### src/rtl/connect4_pkg.sv
// connect4_pkg: shared board dimensions, player codes and drop-controller states
package connect4_pkg;
  localparam int COLS_DEF = 7;
  localparam int ROWS_DEF = 6;
  localparam logic [1:0] EMPTY = 2'b00;
  localparam logic [1:0] P1 = 2'b01;
  localparam logic [1:0] P2 = 2'b10;
  typedef enum logic [2:0] {IDLE, SEARCH, CHECK, FALL, WRITE, DONE} drop_state_t;
endpackage

### src/rtl/connect4_lfsr.sv
// connect4_lfsr: free-running 8-bit Galois LFSR (x^8+x^6+x^5+x^4+1), seed 8'hA5, exposes low 3 bits
module connect4_lfsr (
  input  logic       clk,
  input  logic       rst_n,
  input  logic       en,
  output logic [2:0] q
);
  logic [7:0] lfsr_q, lfsr_d;
  always_comb lfsr_d = en ? ({1'b0, lfsr_q[7:1]} ^ (lfsr_q[0] ? 8'hB8 : 8'h00)) : lfsr_q;
  always_ff @(posedge clk or negedge rst_n)
    if (!rst_n) lfsr_q <= 8'hA5;
    else lfsr_q <= lfsr_d;
  assign q = lfsr_q[2:0];
endmodule

### src/rtl/connect4_drop_ctrl.sv
// connect4_drop_ctrl: arbitrates drop requests, searches/validates the column, animates the fall and commits one board write
module connect4_drop_ctrl
  import connect4_pkg::*;
#(
  parameter int COLS = COLS_DEF,
  parameter int ROWS = ROWS_DEF,
  parameter int FALL_TICKS = 2_500_000
) (
  input  logic       clk,
  input  logic       rst_n,
  input  logic       clear,
  input  logic       p1_turn,
  input  logic       p2_turn,
  input  logic       p1_req,
  input  logic [2:0] p1_col,
  input  logic       p2_req,
  input  logic [2:0] p2_col,
  input  logic       random_move,
  output logic       busy,
  output logic       fall_active,
  output logic [2:0] fall_row,
  output logic [2:0] fall_col,
  output logic [1:0] fall_player,
  output logic       wr_en,
  output logic [2:0] wr_row,
  output logic [2:0] wr_col,
  output logic [1:0] wr_player,
  output logic       drop_done,
  output logic       drop_invalid,
  output logic       board_full
);
  localparam int TW = FALL_TICKS > 1 ? $clog2(FALL_TICKS) : 1;
  localparam logic [TW-1:0] TICK_LAST = TW'(FALL_TICKS - 1);
  localparam logic [3:0] NCOL = 4'(COLS);
  localparam logic [3:0] NROW = 4'(ROWS);
  drop_state_t state_q, state_d;
  logic [2:0] col_q, col_d, land_q, land_d, row_q, row_d;
  logic [1:0] player_q, player_d;
  logic [TW-1:0] tick_q, tick_d;
  logic [3:0] height_q [8];
  logic [3:0] height_d [8];
  logic full_q, full_d, inv_q, inv_d;
  logic [2:0] rnd;
  logic [1:0] owner;
  logic owner_req;
  logic [2:0] owner_col, rnd_col;
  logic [3:0] h;
  connect4_lfsr u_lfsr (.clk(clk), .rst_n(rst_n), .en(1'b1), .q(rnd));
  assign owner = p1_turn ? P1 : p2_turn ? P2 : EMPTY;
  assign owner_req = p1_turn ? p1_req : p2_turn & p2_req;
  assign owner_col = p1_turn ? p1_col : p2_col;
  assign rnd_col = {1'b0, rnd} >= NCOL ? rnd - NCOL[2:0] : rnd;
  assign h = height_q[col_q];
  always_comb begin
    state_d = state_q;
    col_d = col_q;
    player_d = player_q;
    land_d = land_q;
    row_d = row_q;
    tick_d = tick_q;
    height_d = height_q;
    inv_d = 1'b0;
    if (clear) begin
      state_d = IDLE;
      col_d = '0;
      player_d = EMPTY;
      land_d = '0;
      row_d = '0;
      tick_d = '0;
      for (int i = 0; i < 8; i++) height_d[i] = '0;
    end else
      case (state_q)
        IDLE:
          if (owner != EMPTY && random_move) begin
            player_d = owner;
            col_d = rnd_col;
            state_d = SEARCH;
          end else if (owner_req) begin
            player_d = owner;
            col_d = owner_col;
            state_d = CHECK;
          end
        SEARCH:
          if (full_q) begin
            inv_d = 1'b1;
            state_d = IDLE;
          end else if (h < NROW) state_d = CHECK;
          else col_d = {1'b0, col_q} == NCOL - 4'd1 ? '0 : col_q + 3'd1;
        CHECK:
          if ({1'b0, col_q} >= NCOL || h >= NROW) begin
            inv_d = 1'b1;
            state_d = IDLE;
          end else begin
            land_d = 3'(NROW - 4'd1 - h);
            row_d = '0;
            tick_d = '0;
            state_d = FALL;
          end
        FALL:
          if (tick_q == TICK_LAST) begin
            tick_d = '0;
            if (row_q == land_q) state_d = WRITE;
            else row_d = row_q + 3'd1;
          end else tick_d = tick_q + 1'b1;
        WRITE: begin
          height_d[col_q] = h < NROW ? h + 4'd1 : h;
          state_d = DONE;
        end
        DONE: state_d = IDLE;
        default: state_d = IDLE;
      endcase
    full_d = 1'b1;
    for (int i = 0; i < COLS; i++) full_d &= height_d[i] == NROW;
  end
  always_ff @(posedge clk or negedge rst_n)
    if (!rst_n) begin
      state_q <= IDLE;
      col_q <= '0;
      player_q <= EMPTY;
      land_q <= '0;
      row_q <= '0;
      tick_q <= '0;
      for (int i = 0; i < 8; i++) height_q[i] <= '0;
      full_q <= 1'b0;
      inv_q <= 1'b0;
    end else begin
      state_q <= state_d;
      col_q <= col_d;
      player_q <= player_d;
      land_q <= land_d;
      row_q <= row_d;
      tick_q <= tick_d;
      height_q <= height_d;
      full_q <= full_d;
      inv_q <= inv_d;
    end
  assign busy = state_q != IDLE;
  assign fall_active = state_q == FALL;
  assign fall_row = fall_active ? row_q : '0;
  assign fall_col = fall_active ? col_q : '0;
  assign fall_player = fall_active ? player_q : EMPTY;
  assign wr_en = state_q == WRITE;
  assign wr_row = wr_en ? land_q : '0;
  assign wr_col = wr_en ? col_q : '0;
  assign wr_player = wr_en ? player_q : EMPTY;
  assign drop_done = state_q == DONE;
  assign drop_invalid = inv_q;
  assign board_full = full_q;
endmodule

### config.mk
export PLATFORM = sky130hd
export DESIGN_NAME = connect4_drop_ctrl
export DESIGN_NICKNAME = d
export VERILOG_FILES = /design/src/rtl/connect4_pkg.sv /design/src/rtl/connect4_lfsr.sv /design/src/rtl/connect4_drop_ctrl.sv
export SDC_FILE = /design/constraint.sdc
export NUM_CORES = 1
export LEC_CHECK = 0
export BUFFER_PORTS_ARGS = -buffer_cell sky130_fd_sc_hd__buf_2
export CAP_MARGIN = 20
export CELL_PAD_IN_SITES_DETAIL_PLACEMENT = 1
export CELL_PAD_IN_SITES_GLOBAL_PLACEMENT = 1
export CORE_MARGIN = 2
export CORE_UTILIZATION = 46
export DETAILED_ROUTE_END_ITERATION = 6
export GPL_ROUTABILITY_DRIVEN = 0
export PLACE_DENSITY_LB_ADDON = 0.1
export SYNTH_ARGS = -nofsm -noshare
export SYNTH_HDL_FRONTEND = slang
export SYNTH_SLANG_ARGS = --single-unit
### constraint.sdc
create_clock -name clk -period 3.7 [get_ports clk]
set_clock_uncertainty 0.05 [all_clocks]
set_input_delay 0 -clock clk [delete_from_list [all_inputs] [get_ports clk]]
set_output_delay 0 -clock clk [all_outputs]
set_load 0.02 [all_outputs]
==> impl_table.tex, run 1 <==
\begin{tabular}{lr}
\hline
Metric & Value \\
\hline
\multicolumn{2}{l}{\textbf{Power and ir drop}} \\
Leakage power of the design & 2.38 nW \\
Maximum resistive drop on vdd & 328 µV \\
Pwr/cell area & 440 nW/µm² \\
Switching power total & 0.000835 W \\
Total Power & 0.00233 W \\
Combinational power share & 27.0\% \\
Fraction of power spent switching nets & 35.8\% \\
Clock power frac & 31.8\% \\
Internal power & 0.00150 W \\
Sequential share of power & 41.2\% \\
\multicolumn{2}{l}{\textbf{Critical path}} \\
Worst r2r src & col\_q[0] \\
R2R Setup Slk & 220 ps \\
Peak fanout along the critical path & 12 \\
Setup Crit Path Kind & reg2reg \\
R2r worst-path depth & 12 \\
Reg-to-reg critical path endpoint & tick\_q[8] \\
Critical path startpoint category & flop \\
Required time of the critical path & 3970 ps \\
Critical path data arrival time & 3750 ps \\
Capturing element type of the critical path & flop \\
\multicolumn{2}{l}{\textbf{Hold path}} \\
Hold path startpoint & p2\_col[2] \\
Class of the tightest hold or removal check & in2reg \\
Cell depth of the worst hold path & 5 \\
Worst Hold End & col\_q[2] \\
\multicolumn{2}{l}{\textbf{Place}} \\
Post-detailed-placement half-perimeter wirelength & 9.61 mm \\
Number of cells in the design after placement & 681 \\
Number of I/O port buffers & 35 \\
\multicolumn{2}{l}{\textbf{CTS}} \\
Post-CTS clock slew at the launch and capture registers of the worst setup and hold paths & 90 ps \\
Number of buffers created by CTS & 9 \\
Clk Latency, worst-skew pair & 390 ps \\
Count of H-tree levels built during CTS & 3 \\
Maximum number of buffers from clock root to sink & 2 \\
CTS tree & built \\
Clock tree sinks & 78 \\
Clk Tree Root Cell & sky130\_fd\_sc\_hd\_\_clkbuf\_8 \\
\multicolumn{2}{l}{\textbf{Floorplanning}} \\
Die Outline Area & 10,900 µm² \\
Die boundary width & 104 µm \\
Initial core utilization & 47.4\% \\
Area of the placeable core & 9770 µm² \\
Total I/O pin count & 36 \\
Row Count & 36 \\
Vertical die dimension & 104 µm \\
\multicolumn{2}{l}{\textbf{Route}} \\
Sum of routed wire segments on met1 & 6.45 mm \\
Routed vias & 4,158 \\
DRC violations left & 0 \\
Drt wl/cell & 19.9 µm \\
DRT antenna net count & 0 \\
DR vias/cell & 5.92 \\
Number of iterations in the first detailed-routing pass & 5 \\
Drt initial violations & 238 \\
Met2 wirelength from detailed routing & 6.59 mm \\
Top Metal Used & met4 \\
Met3 wirelength from detailed routing & 685 µm \\
Aggregate routed wire length & 14.0 mm \\
\multicolumn{2}{l}{\textbf{Logic synthesis}} \\
Number of synthesized flops with an enable pin & 0 \\
Synth Cell Area & 4640 µm² \\
Leading post-synthesis cells by instance count & sky130\_fd\_sc\_hd\_\_nor2\_1, sky130\_fd\_sc\_hd\_\_dfrtp\_1, sky130\_fd\_sc\_hd\_\_nand2\_1 \\
Post-Syn Nets & 541 \\
Biggest area contributors in the synthesized netlist & sky130\_fd\_sc\_hd\_\_dfrtp\_1, sky130\_fd\_sc\_hd\_\_nor2\_1, sky130\_fd\_sc\_hd\_\_o21ai\_0, sky130\_fd\_sc\_hd\_\_mux2i\_1, sky130\_fd\_sc\_hd\_\_a21oi\_1 \\
Synth Flop Type & sky130\_fd\_sc\_hd\_\_dfrtp\_1 \\
Number of warnings issued by yosys & 0 \\
Synthesis-stage register bit count & 78 \\
Number of distinct library cells after synthesis & 66 \\
Most repeated cell in the gate-level netlist after synthesis & sky130\_fd\_sc\_hd\_\_nor2\_1 \\
Fraction of the yosys area taken by sequential cells & 42.2\% \\
Share of the synthesized area in the top cell type & 39.9\% \\
Average footprint of a synthesized cell & 8.92 µm² \\
Count of mapped cells out of synthesis & 520 \\
Most area-hungry cell type in the Yosys netlist & sky130\_fd\_sc\_hd\_\_dfrtp\_1 \\
Share of synthesized registers carrying an async set or reset & 100\% \\
\multicolumn{2}{l}{\textbf{Global route}} \\
Global-route wire length before repair & 22.4 mm \\
Vias in the first global route & 4,259 \\
All-Layer GR Usage & 26.0\% \\
Initial antenna violation count & 0 \\
Largest net degree at the start of global routing & 79 \\
Total gr overflow & 0 \\
\multicolumn{2}{l}{\textbf{Layout}} \\
Non-filler cells, final & 702 \\
Final cell utilization of the core & 54.3\% \\
Post-synthesis to final-layout area growth & 14.4\% \\
Fill cells & 1,163 \\
Number of inserted diodes & 0 \\
Final Net Count & 585 \\
Ratio of cells with drive above 1 in the final layout & 17.2\% \\
\multicolumn{2}{l}{\textbf{STA}} \\
Relative slew slack & 61.2\% \\
Setup repair after global routing missed its margin & false \\
Final worst path period need & 3480 ps \\
Slew @ Worst Pin & 578 ps \\
Setup TNS after final layout & 0 ps \\
Final Hold Fails & 0 \\
Post-route worst hold slack & 61.5 ps \\
Fin. max-slew vios & 0 \\
FMAX & 287 MHz \\
Count of endpoints failing setup in the final report & 0 \\
Share of the cycle needed by the critical path after routing & 94.2\% \\
\multicolumn{2}{l}{\textbf{Status}} \\
Status & completed \\
\multicolumn{2}{l}{\textbf{Run}} \\
Max cap viols & 0 \\
\hline
\end{tabular}
==> worst max path at each step <==
stage | slack (ps) | start | end
2_1_floorplan | 550 | col_q[0] | board_full
3_3_place_gp | 320 | col_q[1] | tick_q[17]
3_5_place_dp | 150 | col_q[1] | tick_q[17]
4_1_cts | 120 | col_q[1] | tick_q[17]
5_1_grt | 20 | col_q[2] | board_full
6_report | 220 | col_q[0] | tick_q[8]
==> cells by family after synthesis <==
group           synth area share [%]
compound gates                  16.6
mux                             4.91
simple gates                    25.7
fa+ha+maj                       1.89
xor+xnor                        4.32
buf+inv                         4.32
flops                           42.2
==> metal layers <==
layer	track usage [%]	vias to the layer above
met5	0	-
met4	9.36	0
met3	5.20	17
met2	40.7	96
met1	35.8	2100
li1	-	1945
==> per-stage QoR <==
stage / area, µm² / setup WS [ps]
detailed placement: 4990 / 148
finish: 5310 / 216
CTS: 5240 / 123
global route: 5310 / 20.6
global placement: 4990 / 315
floorplan: 4640 / 552
==> placed cells by master (no fill, tap or decap), types with 4 or more instances in the layout <==
cell and instances:
sky130_fd_sc_hd__nand4_1 7, sky130_fd_sc_hd__clkbuf_8 10, sky130_fd_sc_hd__dfrtp_1 73, sky130_fd_sc_hd__and2_1 11, sky130_fd_sc_hd__a21oi_1 31, sky130_fd_sc_hd__xnor2_1 15
sky130_fd_sc_hd__nand2b_1 6, sky130_fd_sc_hd__mux2i_1 16, sky130_fd_sc_hd__dfstp_2 4, sky130_fd_sc_hd__nand2_1 40, sky130_fd_sc_hd__o21ai_0 35, sky130_fd_sc_hd__inv_1 17
sky130_fd_sc_hd__and3_1 10, sky130_fd_sc_hd__o22ai_1 4, sky130_fd_sc_hd__nand3b_1 5, sky130_fd_sc_hd__nor3_2 4, sky130_fd_sc_hd__buf_2 34, sky130_fd_sc_hd__a211oi_1 19
sky130_fd_sc_hd__nand3_1 13, sky130_fd_sc_hd__xor2_1 6, sky130_fd_sc_hd__nor3_1 16, sky130_fd_sc_hd__and4_1 4, sky130_fd_sc_hd__nor2b_1 4, sky130_fd_sc_hd__ha_1 7
sky130_fd_sc_hd__buf_4 20, sky130_fd_sc_hd__or3_1 5, sky130_fd_sc_hd__nor2_1 81
==> timing repair <==
| item | in CTS | in global routing |
|---|---|---|
| gates resized for setup | 0 | 6 |
| setup endpoints to repair | 0 | 22 |
| hold buffers | 2 | 1 |
| setup buffers | 0 | 0 |
| hold endpoints to repair | 75 | 6 |
==> state kept, by name, indices dropped and copies added, names as in the netlist <==
| register | cells |
|---|---|
| height_q | 32 |
| u_lfsr.lfsr_q | 8 |
| drop_invalid | 1 |
| player_q | 2 |
| board_full | 1 |
| row_q | 3 |
| state_q | 3 |
| col_q | 3 |
| tick_q | 22 |
| land_q | 3 |
==> power by group through the flow <==
stage	sequential, W	clock (W)	combinational (W)
floorplan	0.000930	0	0.000470
global placement	0.000971	0	0.000588
detailed placement	0.000975	0	0.000599
CTS	0.000958	0.000760	0.000604
global route	0.000971	0.000794	0.000686
finish	0.000961	0.000743	0.000630
==> worst max-delay path: stages (launching register included) <==
cell	delay (ps)
sky130_fd_sc_hd__dfrtp_1	380
sky130_fd_sc_hd__buf_4	230
sky130_fd_sc_hd__mux2i_1	250
sky130_fd_sc_hd__a2bb2oi_1	270
sky130_fd_sc_hd__o211a_1	270
sky130_fd_sc_hd__inv_1	120
sky130_fd_sc_hd__ha_1	240
sky130_fd_sc_hd__inv_1	90
sky130_fd_sc_hd__a2111oi_1	60
sky130_fd_sc_hd__a2111o_1	500
sky130_fd_sc_hd__o211a_2	420
sky130_fd_sc_hd__or3_1	390
sky130_fd_sc_hd__a21oi_1	140
==> area by class of cell <==
class | count | area [µm²] | area share [%]
multi-input combinational | 398 | 2510 | 47.3
clock inverter | 5 | 81.3 | 1.53
sequential | 78 | 1960 | 36.9
inverter | 19 | 71.3 | 1.34
tap | 133 | 166 | 3.14
clock buffer | 11 | 141 | 2.67
timing repair buffer | 58 | 378 | 7.12
(Power assumes the default switching activity.)
==> run 2: changes to the inputs <==
--- a/config.mk
+++ b/config.mk
@@ -9,6 +9,7 @@
 export CAP_MARGIN = 20
 export CELL_PAD_IN_SITES_DETAIL_PLACEMENT = 1
 export CELL_PAD_IN_SITES_GLOBAL_PLACEMENT = 1
+export CORE_ASPECT_RATIO = 0.75
 export CORE_MARGIN = 2
 export CORE_UTILIZATION = 46
 export DETAILED_ROUTE_END_ITERATION = 6
==> run 2 against run 1 <==
  * Total power grew 6.3%
  * Utilization grew 0.79 points
  * Critical endpoint is now board_full
  * Sequential power grew 2%
  * Clock-buffer cell count grew 4
  * Largest power group unchanged
  * Combinational power shrank 3.7%
==> impl_table.tex, run 2 (synthesis results as in run 1) <==
\begin{tabular}{lr}
\hline
Metric & Value \\
\hline
\multicolumn{2}{l}{\textbf{Status}} \\
Status & completed \\
\multicolumn{2}{l}{\textbf{Power and ir drop}} \\
Fraction of power spent switching nets & 33.1\% \\
Pwr/cell area & 463 nW/µm² \\
Switching power total & 0.000822 W \\
Clock power frac & 36.2\% \\
Combinational power share & 24.4\% \\
Leakage power of the design & 2.41 nW \\
Total Power & 0.00248 W \\
Maximum resistive drop on vdd & 247 µV \\
Internal power & 0.00166 W \\
Sequential share of power & 39.4\% \\
\multicolumn{2}{l}{\textbf{Route}} \\
DR vias/cell & 5.92 \\
DRT antenna net count & 0 \\
Drt initial violations & 263 \\
Number of iterations in the first detailed-routing pass & 4 \\
Aggregate routed wire length & 13.9 mm \\
Routed vias & 4,146 \\
DRC violations left & 0 \\
Drt wl/cell & 19.8 µm \\
\multicolumn{2}{l}{\textbf{Global route}} \\
Total gr overflow & 0 \\
Largest net degree at the start of global routing & 79 \\
All-Layer GR Usage & 27.0\% \\
Global-route wire length before repair & 23.2 mm \\
Initial antenna violation count & 0 \\
Vias in the first global route & 4,340 \\
\multicolumn{2}{l}{\textbf{STA}} \\
FMAX & 285 MHz \\
Relative slew slack & 59.9\% \\
Final Hold Fails & 0 \\
Share of the cycle needed by the critical path after routing & 94.9\% \\
Setup repair after global routing missed its margin & false \\
Fin. max-slew vios & 0 \\
Slew @ Worst Pin & 596 ps \\
Setup TNS after final layout & 0 ps \\
Final worst path period need & 3510 ps \\
Count of endpoints failing setup in the final report & 0 \\
\multicolumn{2}{l}{\textbf{Layout}} \\
Most frequent standard cell in the layout excluding fill and tap cells & sky130\_fd\_sc\_hd\_\_nor2\_1 \\
Largest registers & height\_q x32, tick\_q x22, u\_lfsr.lfsr\_q x8 \\
Post-synthesis to final-layout area growth & 15.6\% \\
Flip-flop count of the largest register, all copies and words added & 32 \\
Register containing the most flip-flops in the final layout & height\_q \\
Final Net Count & 584 \\
Number of inserted diodes & 0 \\
Leading cell types in the layout, fill and taps excluded & sky130\_fd\_sc\_hd\_\_nor2\_1, sky130\_fd\_sc\_hd\_\_dfrtp\_1, sky130\_fd\_sc\_hd\_\_nand2\_1 \\
Ratio of cells with drive above 1 in the final layout & 16.9\% \\
\multicolumn{2}{l}{\textbf{CTS}} \\
Clk Tree Root Cell & sky130\_fd\_sc\_hd\_\_clkbuf\_16 \\
Clock tree sinks & 78 \\
Post-CTS clock slew at the launch and capture registers of the worst setup and hold paths & 60 ps \\
Number of buffers created by CTS & 9 \\
Maximum number of buffers from clock root to sink & 2 \\
Clk Latency, worst-skew pair & 340 ps \\
Count of H-tree levels built during CTS & 3 \\
Post-CTS repair timing setup buffer count & 0 \\
CTS tree & built \\
\multicolumn{2}{l}{\textbf{Critical path}} \\
Critical-path cell list & buf\_4 -> mux2i\_1 -> o22ai\_1 -> a311o\_1 -> buf\_4 -> a21o\_1 -> xnor2\_2 -> o21ai\_0 -> a2111oi\_0 -> and4\_1 \\
Critical path data arrival time & 3730 ps \\
Worst r2r src & col\_q[0] \\
Delay of the slowest cell on the worst path & 490 ps \\
Critical path startpoint category & flop \\
Cell with the most instances on the worst path & sky130\_fd\_sc\_hd\_\_buf\_4 \\
Cell type of the slowest stage on the worst timing path & sky130\_fd\_sc\_hd\_\_a2111oi\_0 \\
Capturing element type of the critical path & flop \\
R2r worst-path depth & 10 \\
Setup Crit Path Kind & reg2reg \\
Reg-to-reg critical path endpoint & board\_full \\
Peak fanout along the critical path & 10 \\
R2R Setup Slk & 190 ps \\
Required time of the critical path & 3920 ps \\
\multicolumn{2}{l}{\textbf{Floorplanning}} \\
Row Count & 31 \\
Initial core utilization & 47.6\% \\
Vertical die dimension & 91.0 µm \\
Total I/O pin count & 36 \\
Area of the placeable core & 9740 µm² \\
Die Outline Area & 10,900 µm² \\
Die boundary width & 120 µm \\
\multicolumn{2}{l}{\textbf{Hold path}} \\
Cell depth of the worst hold path & 3 \\
Worst Hold End & player\_q[0] \\
Class of the tightest hold or removal check & in2reg \\
Hold path startpoint & p1\_turn \\
\multicolumn{2}{l}{\textbf{Run}} \\
Max cap viols & 0 \\
\multicolumn{2}{l}{\textbf{Place}} \\
Number of I/O port buffers & 35 \\
Post-detailed-placement half-perimeter wirelength & 9.92 mm \\
\hline
\end{tabular}
-- run 2: metal layers --
metal,track usage [%],vias up,wire (µm)
met5,0,-,0
met4,6.76,0,138
met3,5.78,10,894
met2,39.6,101,6120
met1,40.3,2085,6740
li1,-,1950,-
-- run 2: critical path: cells and delay by family, from the launching register on --
family	cells	cell delay (ps)
AOI/OAI and AO/OA	5	1560
DFF	1	430
xor gates and xnor gates	1	430
buffers and inverters	2	400
muxes	1	300
and+or+nand+nor	1	270
-- run 2: area by class of cell --
class,count,area [µm²]
Sequential cell,78,1960
Clock inverter,1,30.0
Clock buffer,15,268
Timing Repair Buffer,58,375
Inverter,19,71.3
Multi-Input combinational cell,397,2490
Fill cell,1165,4370
Tap cell,132,165
-- run 2: what timing repair did --
| item | CTS | global route |
|---|---|---|
| resized for setup | 0 | 5 |
| endpoints found under the setup margin | 0 | 4 |
| hold buffers | 1 | 1 |
| endpoints found under the hold margin | 74 | 4 |
-- run 2: how the worst max path moves through the flow --
stage	startpoint	end	slack [ps]	cells past startpoint
after floorplan	col_q[0]	board_full	550	13
after global placement	col_q[1]	tick_q[17]	350	13
after detailed placement	col_q[0]	tick_q[17]	90	13
after CTS	col_q[0]	tick_q[17]	90	13
after global routing	col_q[0]	tick_q[16]	60	13
final	col_q[0]	board_full	190	10
-- run 2: through the flow --
| step | instance area (µm²) | instances | hold WS (ps) | setup WS [ps] | utilization [%] |
|---|---|---|---|---|---|
| after floorplan | 4640 | 520 | -346 | 552 | - |
| after global placement | 5000 | 681 | 175 | 348 | 51.4 |
| after detailed placement | 5000 | 681 | 192 | 91.5 | 51.4 |
| after CTS | 5310 | 698 | 58.2 | 86.2 | 54.5 |
| after global routing | 5360 | 700 | 95.6 | 59.7 | 55.1 |
| final | 5360 | 700 | 78.9 | 188 | 55.1 |
-- run 2: power groups by stage --
stage	sequential (W)	combinational, W	clock, W
after floorplan	0.000930	0.000470	0
after global routing	0.000986	0.000665	0.000949
after detailed placement	0.000989	0.000594	0
after CTS	0.000974	0.000601	0.000915
after global placement	0.000985	0.000576	0
final	0.000979	0.000607	0.000898
==> run 3: changes to the inputs <==
--- a/config.mk
+++ b/config.mk
@@ -11,7 +11,8 @@
 export CELL_PAD_IN_SITES_GLOBAL_PLACEMENT = 1
 export CORE_ASPECT_RATIO = 0.75
 export CORE_MARGIN = 2
-export CORE_UTILIZATION = 46
+export CORE_UTILIZATION = 48
+export CTS_BUF_LIST = sky130_fd_sc_hd__clkbuf_8
 export DETAILED_ROUTE_END_ITERATION = 6
 export GPL_ROUTABILITY_DRIVEN = 0
 export PLACE_DENSITY_LB_ADDON = 0.1
==> constraint.sdc (replaced) <==
create_clock -name clk -period 3.5 [get_ports clk]
set_clock_uncertainty 0.05 [all_clocks]
set_input_delay 0 -clock clk [delete_from_list [all_inputs] [get_ports clk]]
set_output_delay 0 -clock clk [all_outputs]
set_load 0.02 [all_outputs]
==> run 3 against run 2 <==
  * Final cell count grew 1.3%
  * Register-to-register slack is essentially flat
  * Fmax grew 5.7%
  * Total power grew 1.4%
  * Flip-flop and latch count is the same
  * Clock power shrank 11%
  * Critical path depth grew 3
  * Non-clock buffer count grew 8
  * Critical path type unchanged
  * Largest power group unchanged
==> impl_table.tex, run 3 (synthesis results as in run 1) <==
\begin{tabular}{lr}
\hline
Metric & Value \\
\hline
\multicolumn{2}{l}{\textbf{Status}} \\
Status & completed \\
\multicolumn{2}{l}{\textbf{Route}} \\
DR vias/cell & 5.86 \\
Drt initial violations & 260 \\
Number of iterations in the first detailed-routing pass & 5 \\
Routed vias & 4,156 \\
Aggregate routed wire length & 13.8 mm \\
DRC violations left & 0 \\
Drt wl/cell & 19.4 µm \\
DRT antenna net count & 0 \\
\multicolumn{2}{l}{\textbf{Layout}} \\
Most frequent standard cell in the layout excluding fill and tap cells & sky130\_fd\_sc\_hd\_\_nor2\_1 \\
Register containing the most flip-flops in the final layout & height\_q \\
Leading cell types in the layout, fill and taps excluded & sky130\_fd\_sc\_hd\_\_nor2\_1, sky130\_fd\_sc\_hd\_\_dfrtp\_1, sky130\_fd\_sc\_hd\_\_nand2\_1 \\
Fill cells & 1,160 \\
Flip-flop count of the largest register, all copies and words added & 32 \\
Area taken by flip-flops and latches & 1960 µm² \\
Largest registers & height\_q x32, tick\_q x22, u\_lfsr.lfsr\_q x8 \\
Ratio of cells with drive above 1 in the final layout & 18.0\% \\
Final cell utilization of the core & 56.4\% \\
Number of inserted diodes & 0 \\
Post-synthesis to final-layout area growth & 16.0\% \\
Final Net Count & 593 \\
Area occupied by multi-input gates & 2510 µm² \\
\multicolumn{2}{l}{\textbf{Critical path}} \\
Critical path data arrival time & 3530 ps \\
Critical-path cell list & buf\_4 -> mux2i\_1 -> a2bb2oi\_1 -> o211a\_1 -> inv\_1 -> ha\_1 -> inv\_1 -> a2111oi\_0 -> a2111o\_1 -> o211a\_4 -> nor4\_2 -> xnor2\_1 -> nor2\_1 \\
R2r worst-path depth & 13 \\
Capturing element type of the critical path & flop \\
Critical path startpoint category & flop \\
Setup Crit Path Kind & reg2reg \\
Cell type of the slowest stage on the worst timing path & sky130\_fd\_sc\_hd\_\_a2111o\_1 \\
R2R Setup Slk & 180 ps \\
Delay of the slowest cell on the worst path & 400 ps \\
Peak fanout along the critical path & 13 \\
Required time of the critical path & 3700 ps \\
Cell with the most instances on the worst path & sky130\_fd\_sc\_hd\_\_inv\_1 \\
\multicolumn{2}{l}{\textbf{CTS}} \\
Number of buffers created by CTS & 9 \\
Clk Tree Root Cell & sky130\_fd\_sc\_hd\_\_clkbuf\_8 \\
Maximum number of buffers from clock root to sink & 2 \\
Post-CTS clock slew at the launch and capture registers of the worst setup and hold paths & 80 ps \\
Count of H-tree levels built during CTS & 3 \\
Clk Latency, worst-skew pair & 370 ps \\
Clock tree sinks & 78 \\
CTS tree & built \\
\multicolumn{2}{l}{\textbf{Global route}} \\
Largest net degree at the start of global routing & 79 \\
All-Layer GR Usage & 26.6\% \\
Global-route wire length before repair & 21.7 mm \\
Total gr overflow & 0 \\
Initial antenna violation count & 0 \\
Vias in the first global route & 4,073 \\
\multicolumn{2}{l}{\textbf{Place}} \\
Post-detailed-placement half-perimeter wirelength & 9.75 mm \\
Number of I/O port buffers & 35 \\
\multicolumn{2}{l}{\textbf{STA}} \\
Slew @ Worst Pin & 597 ps \\
Setup repair after global routing missed its margin & false \\
FMAX & 301 MHz \\
Count of endpoints failing setup in the final report & 0 \\
Final worst path period need & 3320 ps \\
Final Hold Fails & 0 \\
Fin. max-slew vios & 0 \\
Post-route worst hold slack & 81.3 ps \\
Setup TNS after final layout & 0 ps \\
Relative slew slack & 59.9\% \\
Share of the cycle needed by the critical path after routing & 95.0\% \\
\multicolumn{2}{l}{\textbf{Power and ir drop}} \\
Pwr/cell area & 468 nW/µm² \\
Maximum resistive drop on vdd & 449 µV \\
Total Power & 0.00252 W \\
Leakage power of the design & 2.44 nW \\
\multicolumn{2}{l}{\textbf{Hold path}} \\
Class of the tightest hold or removal check & in2reg \\
Cell depth of the worst hold path & 5 \\
\multicolumn{2}{l}{\textbf{Floorplanning}} \\
Initial core utilization & 48.6\% \\
Row Count & 31 \\
Total I/O pin count & 36 \\
Die Outline Area & 10,500 µm² \\
Vertical die dimension & 89.1 µm \\
Area of the placeable core & 9540 µm² \\
Die boundary width & 117 µm \\
\multicolumn{2}{l}{\textbf{Run}} \\
Max cap viols & 0 \\
\hline
\end{tabular}
## run 3: routing by layer
| metal | GRT usage [%] | part of all wire (%) |
|---|---|---|
| met5 | 0 | 0 |
| met4 | 7.89 | 1.4 |
| met1 | 37.9 | 48 |
| met2 | 40.8 | 43 |
| met3 | 6.51 | 7.1 |
## run 3: cell type report
cell class	count	area share (%)
clock buffer	9	2.30
clock inverter	7	1.98
inverter	19	1.33
multi-input combinational	398	46.8
sequential	78	36.4
tap	132	3.07
timing repair buffer	66	8.14
## run 3: through the flow
stage                     cell area [µm²]  cells  worst slack (ps)
final                                5380    709               176
after global routing                 5380    709              14.1
after CTS                            5290    704              27.2
after detailed placement             5040    686              43.5
after global placement               5040    686               253
after floorplan                      4640    520               352
## run 3: what timing repair did
action / CTS / global route
setup buffers: 0 / 2
endpoints found under the hold margin: 75 / 4
hold buffers: 2 / 1
gates resized for setup: 0 / 5
setup endpoints to repair: 0 / 20
## run 3: power breakdown
group	leakage, nW	internal, W	switching [W]
clock	0.127	0.000465	0.000334
combinational	1.24	0.000246	0.000455
sequential	1.07	0.000942	0.0000744
total	2.44	0.00165	0.000863
## run 3: final timing paths
kind / from / end
max in group asynchronous: rst_n / col_q[2]
hold / removal: p2_col[2] / col_q[2]
hold reg to reg: u_lfsr.lfsr_q[3] / u_lfsr.lfsr_q[2]
setup / recovery: col_q[0] / tick_q[17]
min in group asynchronous: rst_n / u_lfsr.lfsr_q[1]
setup reg to reg: col_q[0] / tick_q[17]
## run 3: critical path, delay by kind of cell (launching register included)
family | cells | cell delay [ps]
multiplexers | 1 | 260
adder cells (fa/ha/maj) | 1 | 240
flip-flops | 1 | 390
XOR/XNOR | 1 | 150
AO/OA/AOI/OAI | 5 | 1340
AND/OR/NAND/NOR | 2 | 360
buffers and inverters | 3 | 410
